**src/rtl/systolic_pkg.sv**
```systemverilog
// Shared types and semiring arithmetic for the systolic FIR engine.
// Values are carried zero-extended in a wide container and trimmed by callers.
package systolic_pkg;

    typedef enum logic [1:0] {
        MODE_MOD  = 2'b00,
        MODE_SAT  = 2'b01,
        MODE_TROP = 2'b10,
        MODE_RSVD = 2'b11
    } mode_e;

    typedef enum logic [1:0] {
        ST_IDLE,
        ST_LOAD,
        ST_RUN,
        ST_DRAIN
    } state_e;

    localparam int SR_MAXW = 32;

    typedef logic [2*SR_MAXW-1:0] sr_t;

    function automatic sr_t sr_ones(int w);
        sr_t r;
        r = (sr_t'(1) << w) - sr_t'(1);
        return r;
    endfunction

    function automatic sr_t sr_clamp(sr_t v, int w);
        sr_t m;
        m = sr_ones(w);
        return (v > m) ? m : v;
    endfunction

    // TROP treats all-ones as +inf, so a clamped add absorbs it.
    function automatic sr_t sr_mul(mode_e mode, sr_t a, sr_t b, int w);
        sr_t r;
        unique case (mode)
            MODE_SAT:  r = sr_clamp(a * b, w);
            MODE_TROP: r = sr_clamp(a + b, w);
            default:   r = (a * b) & sr_ones(w);
        endcase
        return r;
    endfunction

    function automatic sr_t sr_add(mode_e mode, sr_t a, sr_t b, int w);
        sr_t r;
        unique case (mode)
            MODE_SAT:  r = sr_clamp(a + b, w);
            MODE_TROP: r = (a < b) ? a : b;
            default:   r = (a + b) & sr_ones(w);
        endcase
        return r;
    endfunction

    function automatic sr_t sr_zero(mode_e mode, int w);
        sr_t r;
        r = (mode == MODE_TROP) ? sr_ones(w) : sr_t'(0);
        return r;
    endfunction

endpackage

```
**src/rtl/semiring_cell.sv**
```systemverilog
// One systolic tap: stationary weight, two-deep x delay, partial sum and
// its valid bit. The first cell taps x directly and has no delay pair.
module semiring_cell
    import systolic_pkg::*;
#(
    parameter int W     = 8,
    parameter bit FIRST = 1'b0
) (
    input  logic         clk,
    input  logic         rst,
    input  mode_e        mode,
    input  logic         adv,
    input  logic         w_we,
    input  logic [W-1:0] w_data,
    input  logic [W-1:0] x_in,
    output logic [W-1:0] x_tap,
    input  logic [W-1:0] p_in,
    input  logic         v_in,
    input  logic         v_clr,
    output logic [W-1:0] p_out,
    output logic         v_out
);

    logic [W-1:0] w_q;
    logic [W-1:0] p_q;
    logic         v_q;
    logic [W-1:0] prod;
    logic [W-1:0] sum;

    always_ff @(posedge clk or posedge rst) begin
        if (rst) begin
            w_q <= '0;
        end else if (w_we) begin
            w_q <= w_data;
        end
    end

    generate
        if (FIRST) begin : g_direct
            assign x_tap = x_in;
        end else begin : g_delay
            logic [W-1:0] d1_q;
            logic [W-1:0] d2_q;

            always_ff @(posedge clk or posedge rst) begin
                if (rst) begin
                    d1_q <= '0;
                    d2_q <= '0;
                end else if (adv) begin
                    d1_q <= x_in;
                    d2_q <= d1_q;
                end
            end

            assign x_tap = d2_q;
        end
    endgenerate

    always_comb begin
        prod = W'(sr_mul(mode, sr_t'(w_q), sr_t'(x_tap), W));
        sum  = prod;
        if (!FIRST) begin
            sum = W'(sr_add(mode, sr_t'(p_in), sr_t'(prod), W));
        end
    end

    // A consumed output may retire without an advance.
    always_ff @(posedge clk or posedge rst) begin
        if (rst) begin
            p_q <= '0;
            v_q <= 1'b0;
        end else if (adv) begin
            p_q <= sum;
            v_q <= v_in;
        end else if (v_clr) begin
            v_q <= 1'b0;
        end
    end

    assign p_out = p_q;
    assign v_out = v_q;

endmodule

```
**src/rtl/systolic_semiring_fir.sv**
```systemverilog
// Systolic semiring FIR: N stationary-weight cells with weight load,
// run and drain phases and valid/ready streaming on both sides.
module systolic_semiring_fir
    import systolic_pkg::*;
#(
    parameter int W = 8,
    parameter int N = 8
) (
    input  logic         clk,
    input  logic         rst,
    input  logic [1:0]   mode,
    input  logic         w_valid,
    input  logic [W-1:0] w_data,
    input  logic         start,
    input  logic         flush,
    input  logic         in_valid,
    input  logic [W-1:0] in_data,
    output logic         in_ready,
    output logic         out_valid,
    output logic [W-1:0] out_data,
    input  logic         out_ready,
    output logic         busy
);

    localparam int CW = $clog2(N);

    state_e        state_q;
    state_e        state_d;
    mode_e         mode_q;
    logic [CW-1:0] lcnt_q;
    logic [CW-1:0] dcnt_q;

    logic          adv;
    logic          out_v;
    logic          w_ok;
    logic [W-1:0]  x_src;
    logic          v_src;

    logic [W-1:0]  x_link [N+1];
    logic [W-1:0]  p_link [N+1];
    logic          v_link [N+1];

    assign in_ready = (state_q == ST_RUN) && (!out_v || out_ready);
    assign adv = ((state_q == ST_RUN) && in_valid && in_ready)
              || ((state_q == ST_DRAIN) && (!out_v || out_ready));
    assign busy = (state_q != ST_IDLE);
    assign w_ok = w_valid && ((state_q == ST_IDLE) || (state_q == ST_LOAD));

    always_comb begin
        state_d = state_q;
        unique case (state_q)
            ST_IDLE: begin
                if (w_valid) begin
                    state_d = ST_LOAD;
                end else if (start) begin
                    state_d = ST_RUN;
                end
            end
            ST_LOAD: begin
                if (w_valid && lcnt_q == CW'(N - 1)) begin
                    state_d = ST_IDLE;
                end
            end
            ST_RUN: begin
                if (flush) begin
                    state_d = ST_DRAIN;
                end
            end
            ST_DRAIN: begin
                if (adv && dcnt_q == CW'(N - 2)) begin
                    state_d = ST_IDLE;
                end
            end
            default: state_d = ST_IDLE;
        endcase
    end

    always_ff @(posedge clk or posedge rst) begin
        if (rst) begin
            state_q <= ST_IDLE;
            mode_q  <= MODE_MOD;
            lcnt_q  <= '0;
            dcnt_q  <= '0;
        end else begin
            state_q <= state_d;
            if (state_q == ST_IDLE && state_d == ST_RUN) begin
                mode_q <= mode_e'(mode);
            end
            if (w_ok) begin
                lcnt_q <= (lcnt_q == CW'(N - 1)) ? '0 : lcnt_q + CW'(1);
            end
            if (state_q == ST_DRAIN && adv) begin
                dcnt_q <= (dcnt_q == CW'(N - 2)) ? '0 : dcnt_q + CW'(1);
            end
        end
    end

    // Drain bubbles carry the annihilator so stale taps contribute nothing.
    assign x_src = (state_q == ST_DRAIN) ? W'(sr_zero(mode_q, W)) : in_data;
    assign v_src = (state_q == ST_RUN);

    assign x_link[0] = x_src;
    assign p_link[0] = '0;
    assign v_link[0] = v_src;

    generate
        for (genvar k = 0; k < N; k++) begin : g_cell
            semiring_cell #(
                .W     (W),
                .FIRST (k == 0)
            ) u_cell (
                .clk    (clk),
                .rst    (rst),
                .mode   (mode_q),
                .adv    (adv),
                .w_we   (w_ok && lcnt_q == CW'(k)),
                .w_data (w_data),
                .x_in   (x_link[k]),
                .x_tap  (x_link[k+1]),
                .p_in   (p_link[k]),
                .v_in   (v_link[k]),
                .v_clr  ((k == N - 1) ? (out_v && out_ready && !adv) : 1'b0),
                .p_out  (p_link[k+1]),
                .v_out  (v_link[k+1])
            );
        end
    endgenerate

    assign out_v     = v_link[N];
    assign out_valid = out_v;
    assign out_data  = p_link[N];

endmodule

```
**config.mk**
```make
export PLATFORM = sky130hd
export DESIGN_NAME = systolic_semiring_fir
export DESIGN_NICKNAME = d
export VERILOG_FILES = /design/src/rtl/systolic_pkg.sv /design/src/rtl/semiring_cell.sv /design/src/rtl/systolic_semiring_fir.sv
export SDC_FILE = /design/constraint.sdc
export NUM_CORES = 2
export LEC_CHECK = 0
export ABC_AREA = 0
export ABC_CLOCK_PERIOD_IN_PS = 9900
export CAP_MARGIN = 15
export CORE_MARGIN = 1.5
export CORE_UTILIZATION = 45
export DETAILED_ROUTE_END_ITERATION = 10
export GPL_TIMING_DRIVEN = 0
export HOLD_SLACK_MARGIN = 0.15
export MAX_ROUTING_LAYER = met4
export PLACE_DENSITY_LB_ADDON = 0.2
export SYNTH_ARGS = -nofsm -noshare
export SYNTH_HDL_FRONTEND = slang
export SYNTH_SLANG_ARGS = --single-unit
```
**constraint.sdc**
```tcl
create_clock -name clk -period 9.9 [get_ports clk]
set_input_delay 0.99 -clock clk [delete_from_list [all_inputs] [get_ports clk]]
set_output_delay 0.99 -clock clk [all_outputs]
set_load 0.05 [all_outputs]
```
# Word level (Yosys, flattened, before mapping)

Index checks and enable logic that the tools add are counted.

Logic and storage cells: 196
Output and inout bits: 11
Bits in registers: 258
Input port bits: 25

Reduce and logical (&&, ||, !) cells: 28
Order comparisons: 30
$add $sub $neg: 17
Muxes and demuxes: 57
Equality and inequality tests: 14
Multiply operators: 8

Operators with widths:

| kind                  | count |
|---|---|
| $mux W8               | 32 |
| $pmux W8 S2           | 15 |
| $add A8 B8 Y9         | 15 |
| $gt A9 B8 Y1 const B  | 15 |
| $gt A16 B8 Y1 const B | 8 |
| $mul A8 B8 Y16        | 8 |
| $lt A8 B8 Y1          | 7 |
| $logic_and A1 B1 Y1   | 19 |
| $eq A3 B3 Y1 const B  | 5 |
| $mux W2               | 5 |
| $eq A2 B2 Y1 const B  | 4 |
| $pmux W2 S4           | 1 |
| $add A3 B1 Y3 const B | 2 |
| $eq A3 B2 Y1 const B  | 2 |
| $mux W3               | 2 |
| $eq A2 B1 Y1 const B  | 2 |
| $reduce_bool A2 Y1    | 2 |
| $eq A3 B1 Y1 const B  | 1 |
| $logic_not A3 Y1      | 1 |
| $logic_or A1 B1 Y1    | 3 |
| $logic_not A1 Y1      | 2 |
| $logic_not A2 Y1      | 1 |
| $mux W1               | 2 |

# Longest topological paths before layout

Depth in word-level cells: 10
Mapped depth: 31
Mapped depth without buffers: 29

# Cells and area by module

Synthesis repeated with hierarchy kept, for this count alone.

Cell total of the unflattened synthesis: 4,132
Area, all modules: 37,233.2 um^2

By module, submodules not included:

| module                               | instances | cells each | area an instance (um^2) |
|---|---|---|---|
| semiring_cell (g_cell[1].u_cell ...) | 3         | 525        | 4,690.7 |
| semiring_cell (g_cell[7].u_cell)     | 1         | 534        | 4,833.4 |
| semiring_cell (g_cell[2].u_cell)     | 1         | 511        | 4,705.8 |
| semiring_cell (g_cell[5].u_cell)     | 1         | 513        | 4,697.0 |
| semiring_cell (g_cell[6].u_cell)     | 1         | 519        | 4,690.7 |
| semiring_cell (g_cell[0].u_cell)     | 1         | 396        | 3,474.6 |
| systolic_semiring_fir                | 1         | 84         | 759.5 |

# Worst setup path before layout

Ideal clock, no wire load.

Path type: register to register
Start point: reg g_cell[3].u_cell.g_delay.d2_q[7]
End point: reg g_cell[3].u_cell.p_q[7]
Stages on the path, launching flop included: 29
Path buffers: 3
Clock period less this slack: 7,137 ps
Data arrival time: 7,019 ps
Path slack: 2,763 ps
Required time: 9,782 ps
Cell sequence: dfrtp_1 > clkbuf_1 > and2_1 > fa_1 > fa_1 > fa_1 > inv_1 > fa_1 > inv_1 > ha_1 > clkbuf_1 > and3_1 > and3_1 > a2111o_1 > a21oi_1 > o211ai_1 > or2_2 > clkbuf_1 > o31ai_2 > inv_1 > ha_1 > a21o_1 > a21oi_1 > o21ai_0 > a2111oi_0 > nor2_1 > xor2_1 > a221o_1 > a21o_1

Word-level cells in the longest chain between the ends: 8

RTL lines:

| what                                            | line                                   | text |
|---|---|---|
| start, declared                                 | semiring_cell.sv:43                    | `logic [W-1:0] d2_q;` |
| start signal, assigned                          | semiring_cell.sv:51                    | `d2_q <= d1_q;` |
| $mul A8 B8 Y16 or $add A8 B8 Y9 (tied branches) | systolic_pkg.sv:39, systolic_pkg.sv:40 |  |
| $gt A16 B8 Y1 or $gt A9 B8 Y1 (tied branches)   | systolic_pkg.sv:32                     | `return (v > m) ? m : v;` |
| $mux W8                                         | systolic_pkg.sv:32                     |  |
| $pmux W8 S2 *                                   | systolic_pkg.sv:38                     | `unique case (mode)` |
| $add A8 B8 Y9                                   | systolic_pkg.sv:49                     | `MODE_SAT: r = sr_clamp(a + b, w);` |
| $gt A9 B8 Y1                                    | systolic_pkg.sv:32                     |  |
| $mux W8                                         | systolic_pkg.sv:32                     |  |
| $pmux W8 S2 *                                   | systolic_pkg.sv:48                     | `unique case (mode)` |
| end signal, assigned                            | semiring_cell.sv:73                    | `p_q <= sum;` |
| end, declared                                   | semiring_cell.sv:25                    | `logic [W-1:0] p_q;` |

Mark *: on every way between the ends. The rest lies on a longest branch, timed or not.
A chain may end at the register's enable or synchronous reset.

# Worst setup path in the final report

Start point: reg g_cell[1].u_cell.g_delay.d2_q[7]
End point: reg g_cell[1].u_cell.p_q[6]

Word-level cells in the longest chain between the ends: 8

RTL lines:

| what                                            | line |
|---|---|
| start, declared                                 | semiring_cell.sv:43 |
| start signal, assigned                          | semiring_cell.sv:51 |
| $mul A8 B8 Y16 or $add A8 B8 Y9 (tied branches) | systolic_pkg.sv:39, systolic_pkg.sv:40 |
| $gt A16 B8 Y1 or $gt A9 B8 Y1 (tied branches)   | systolic_pkg.sv:32 |
| $mux W8                                         | systolic_pkg.sv:32 |
| $pmux W8 S2 *                                   | systolic_pkg.sv:38 |
| $add A8 B8 Y9                                   | systolic_pkg.sv:49 |
| $gt A9 B8 Y1                                    | systolic_pkg.sv:32 |
| $mux W8                                         | systolic_pkg.sv:32 |
| $pmux W8 S2 *                                   | systolic_pkg.sv:48 |
| end signal, assigned                            | semiring_cell.sv:73 |
| end, declared                                   | semiring_cell.sv:25 |

Marks and branches as above.

==> flow_metrics.tcl <==
set metrics [dict create \
    nFillCells 7952 \
    pin_count 36 \
    overflow 0 \
    clockRootBuffer "clkbuf_16" \
    yosysMostFrequentCell "nand2_1" \
    drt_first_pass_iters 7 \
    rsz0062_at_grt "false" \
    gp_congestion 0.995 \
    area_growth_pct 7.98 \
    syn_inst 4363 \
    cts_tree "yes" \
    h-tree-depth 1 \
    fin_crit_ns 8.97 \
    synth-edff-count 0 \
    drt_wl_total_mm 117 \
    r2r_cells 26 \
    grt_pass1_vias 31200 \
    synthTopCellsByArea "dfrtp_1 (18%), ha_1 (16%), fa_1 (16%), nand2_1 (6.5%), and2_1 (5.7%)" \
    period_share_pct 90.6 \
    core_mm2 0.0808 \
    whs_path_depth 2 \
    dp_hpwl_mm 90.6 \
    grt_max_degree 119 \
    num_rows 104 \
    antenna_found_initial 7 \
    drive_above_1_share_pct 4.27 \
    yosys-top-cells-count "nand2_1 (640), inv_1 (536), ha_1 (485)" \
    drt_iter0_markers 2802 \
    cp.arrival_ns 9.51 \
    clock_path_buffers 3 \
    synth_top_cell_by_area "dfrtp_1" \
    routedWlPerCell_um 21.2 \
    cp_num_buf_inv 5 \
    seq_area_mm2 0.00646 \
    drc 0 \
    die_h_um 289 \
    max_freq_mhz 112 \
    critPathKind "flop to flop" \
    outcome "completed" \
    reg2reg_slack_ns 0.93 \
    fin_nets 5257 \
    yosys_warnings 0 \
    clk_latency_ns 0.62 \
    start_util_pct 45.6 \
    clkSlewWorstSetupHoldPaths_ns 0.07 \
    gr-usage-all-layers_pct 29.1 \
    multiInputGateArea_mm2 0.0279 \
    port_buffers 34 \
    slowest_delay_ns 0.84 \
    met1_usage_pct 40.4 \
    synth-seq-area-share_pct 17.5 \
    synthFlopType "dfrtp_1" \
    met2_usage_pct 43.7 \
    cts.sinks 258 \
    die_w_um 289 \
    finalHoldViolCount 0 \
    drtAntennaViolNets 0 \
    yosysTopAreaCellShare_pct 17.5 \
    grt-busiest-layer "met2" \
    vias_per_cell 5.82 \
    dieArea_mm2 0.0836 \
    synth.avg_cell_area_um2 8.45 \
    ys_async_sr_fraction_pct 100 \
    relSlewSlack_pct 9.70 \
    worst_path_max_delay_cell "o311ai_0" \
    hold_class "flop to flop" \
    hold_slack_ns 0.459 \
    ys_seq_elements 258 \
    cts_resized 0 \
    reg2reg_to "g_cell[1].u_cell.p_out[6]" \
    syn_nets 5176 \
    finalSetupViolCount 0 \
    worst_ep_required_time_ns 10.44 \
    slew_viol_final 0 \
    cp_top_family "compound AO/OA/AOI/OAI gates" \
    synth_area_mm2 0.0369 \
    via_count 32200 \
    start_kind "flop" \
    yosysUniqueCellTypes 92 \
    met3_usage_pct 4.62 \
    cp_max_fo 9 \
    min_from "g_cell[6].u_cell.g_delay.d1_q[1]" \
    fin_skew_ns 0.0204 \
    cap_viol_max_count 0 \
    end_kind "flop" \
    timing.rr.start "g_cell[1].u_cell.x_tap[7]" \
    cts_setup_buffers 0 \
    grt_pass1_wl_mm 183 \
    holdBufCountCts 0 \
    tightestPinTransition_ns 1.35 \
    hold-path-endpoint "g_cell[6].u_cell.x_tap[1]" \
    cts_buffers 31 \
]
-- tightest hold or removal path, stage by stage (launching register included) --
cell	delay (ns)
dfrtp_1	0.34
nand2_1	0.05
nand2_1	0.04
-- how the worst max path moves through the flow --
stage / startpoint / endpoint / slack [ns] / cells past startpoint
2_1_floorplan: rst / dcnt_q[0] / 1.81 / 1
3_3_place_gp: rst / g_cell[7].u_cell.x_tap[1] / -2.19 / 2
3_5_place_dp: g_cell[3].u_cell.x_tap[5] / g_cell[3].u_cell.p_out[5] / 0.85 / 27
4_1_cts: g_cell[3].u_cell.x_tap[5] / g_cell[3].u_cell.p_out[5] / 0.80 / 27
5_1_grt: g_cell[1].u_cell.x_tap[7] / g_cell[1].u_cell.p_out[6] / 0.49 / 26
6_report: g_cell[1].u_cell.x_tap[7] / g_cell[1].u_cell.p_out[6] / 0.93 / 26
-- area by class of cell --
| type | instances | share of cell area, % |
|---|---|---|
| clock inverter | 17 | 0.487 |
| timing repair buffer | 48 | 1.36 |
| antenna | 2 | 0.0126 |
| sequential | 258 | 16.2 |
| inverter | 537 | 5.08 |
| clock buffer | 41 | 2.17 |
| multi-input combinational | 3439 | 70.1 |
| tap | 1060 | 3.33 |
| buffer | 129 | 1.25 |
-- sequential cells by signal, summed over array words and instances (netlist names) --
name                        cells
g_cell.u_cell.g_delay.d1_q     56
g_cell.u_cell.x_tap            56
g_cell.u_cell.w_q              64
state_q                         2
g_cell.u_cell.v_out             8
g_cell.u_cell.p_out            64
lcnt_q                          3
dcnt_q                          3
mode_q                          2
-- cell families (layout without fill, tap and decap cells) --
logic type      after synthesis  in the layout  synth area share [%]
fa+ha+maj                   788            788                  32.9
xor+xnor                    114            114                  2.71
flops                       258            258                  17.5
compound gates             1006           1006                  18.7
simple gates               1456           1456                  19.0
other cells                   0              2                     0
buf+inv                     666            772                  6.82
mux                          75             75                  2.26
-- layer usage --
layer / wire, um / up-vias / part of all wire (%)
met5: 0 / - / 0
li1: - / 15100 / -
met4: 4010 / 0 / 3.4
met1: 53100 / 15800 / 45
met3: 9270 / 171 / 7.9
met2: 51000 / 1129 / 43
-- cell usage in the layout, fill, tap and decap left out, drive strengths merged, types with 67 or more instances in the layout --
cell and count:
inv 538, nor2 176, a21oi 216, fa 303
nand3 67, dfrtp 258, a211oi 67, clkbuf 160
ha 485, nand2 640, and2 338, a21o 67
o21ai 199
-- through the flow --
stage	instance area (um2)	setup TNS [ns]	util, %	instances	setup WS [ns]
finish	39800	0	49.2	5531	0.934
global route	39800	0	49.2	5531	0.488
CTS	39700	0	49.2	5524	0.802
detailed placement	38700	0	47.9	5466	0.850
global placement	38500	-553.56	47.7	5457	-2.19
floorplan	36900	0	-	4363	1.81
Power is left out: the tool's default activity adds up to more than one toggle a clock period on the data nets, which glitch-free logic cannot reach.
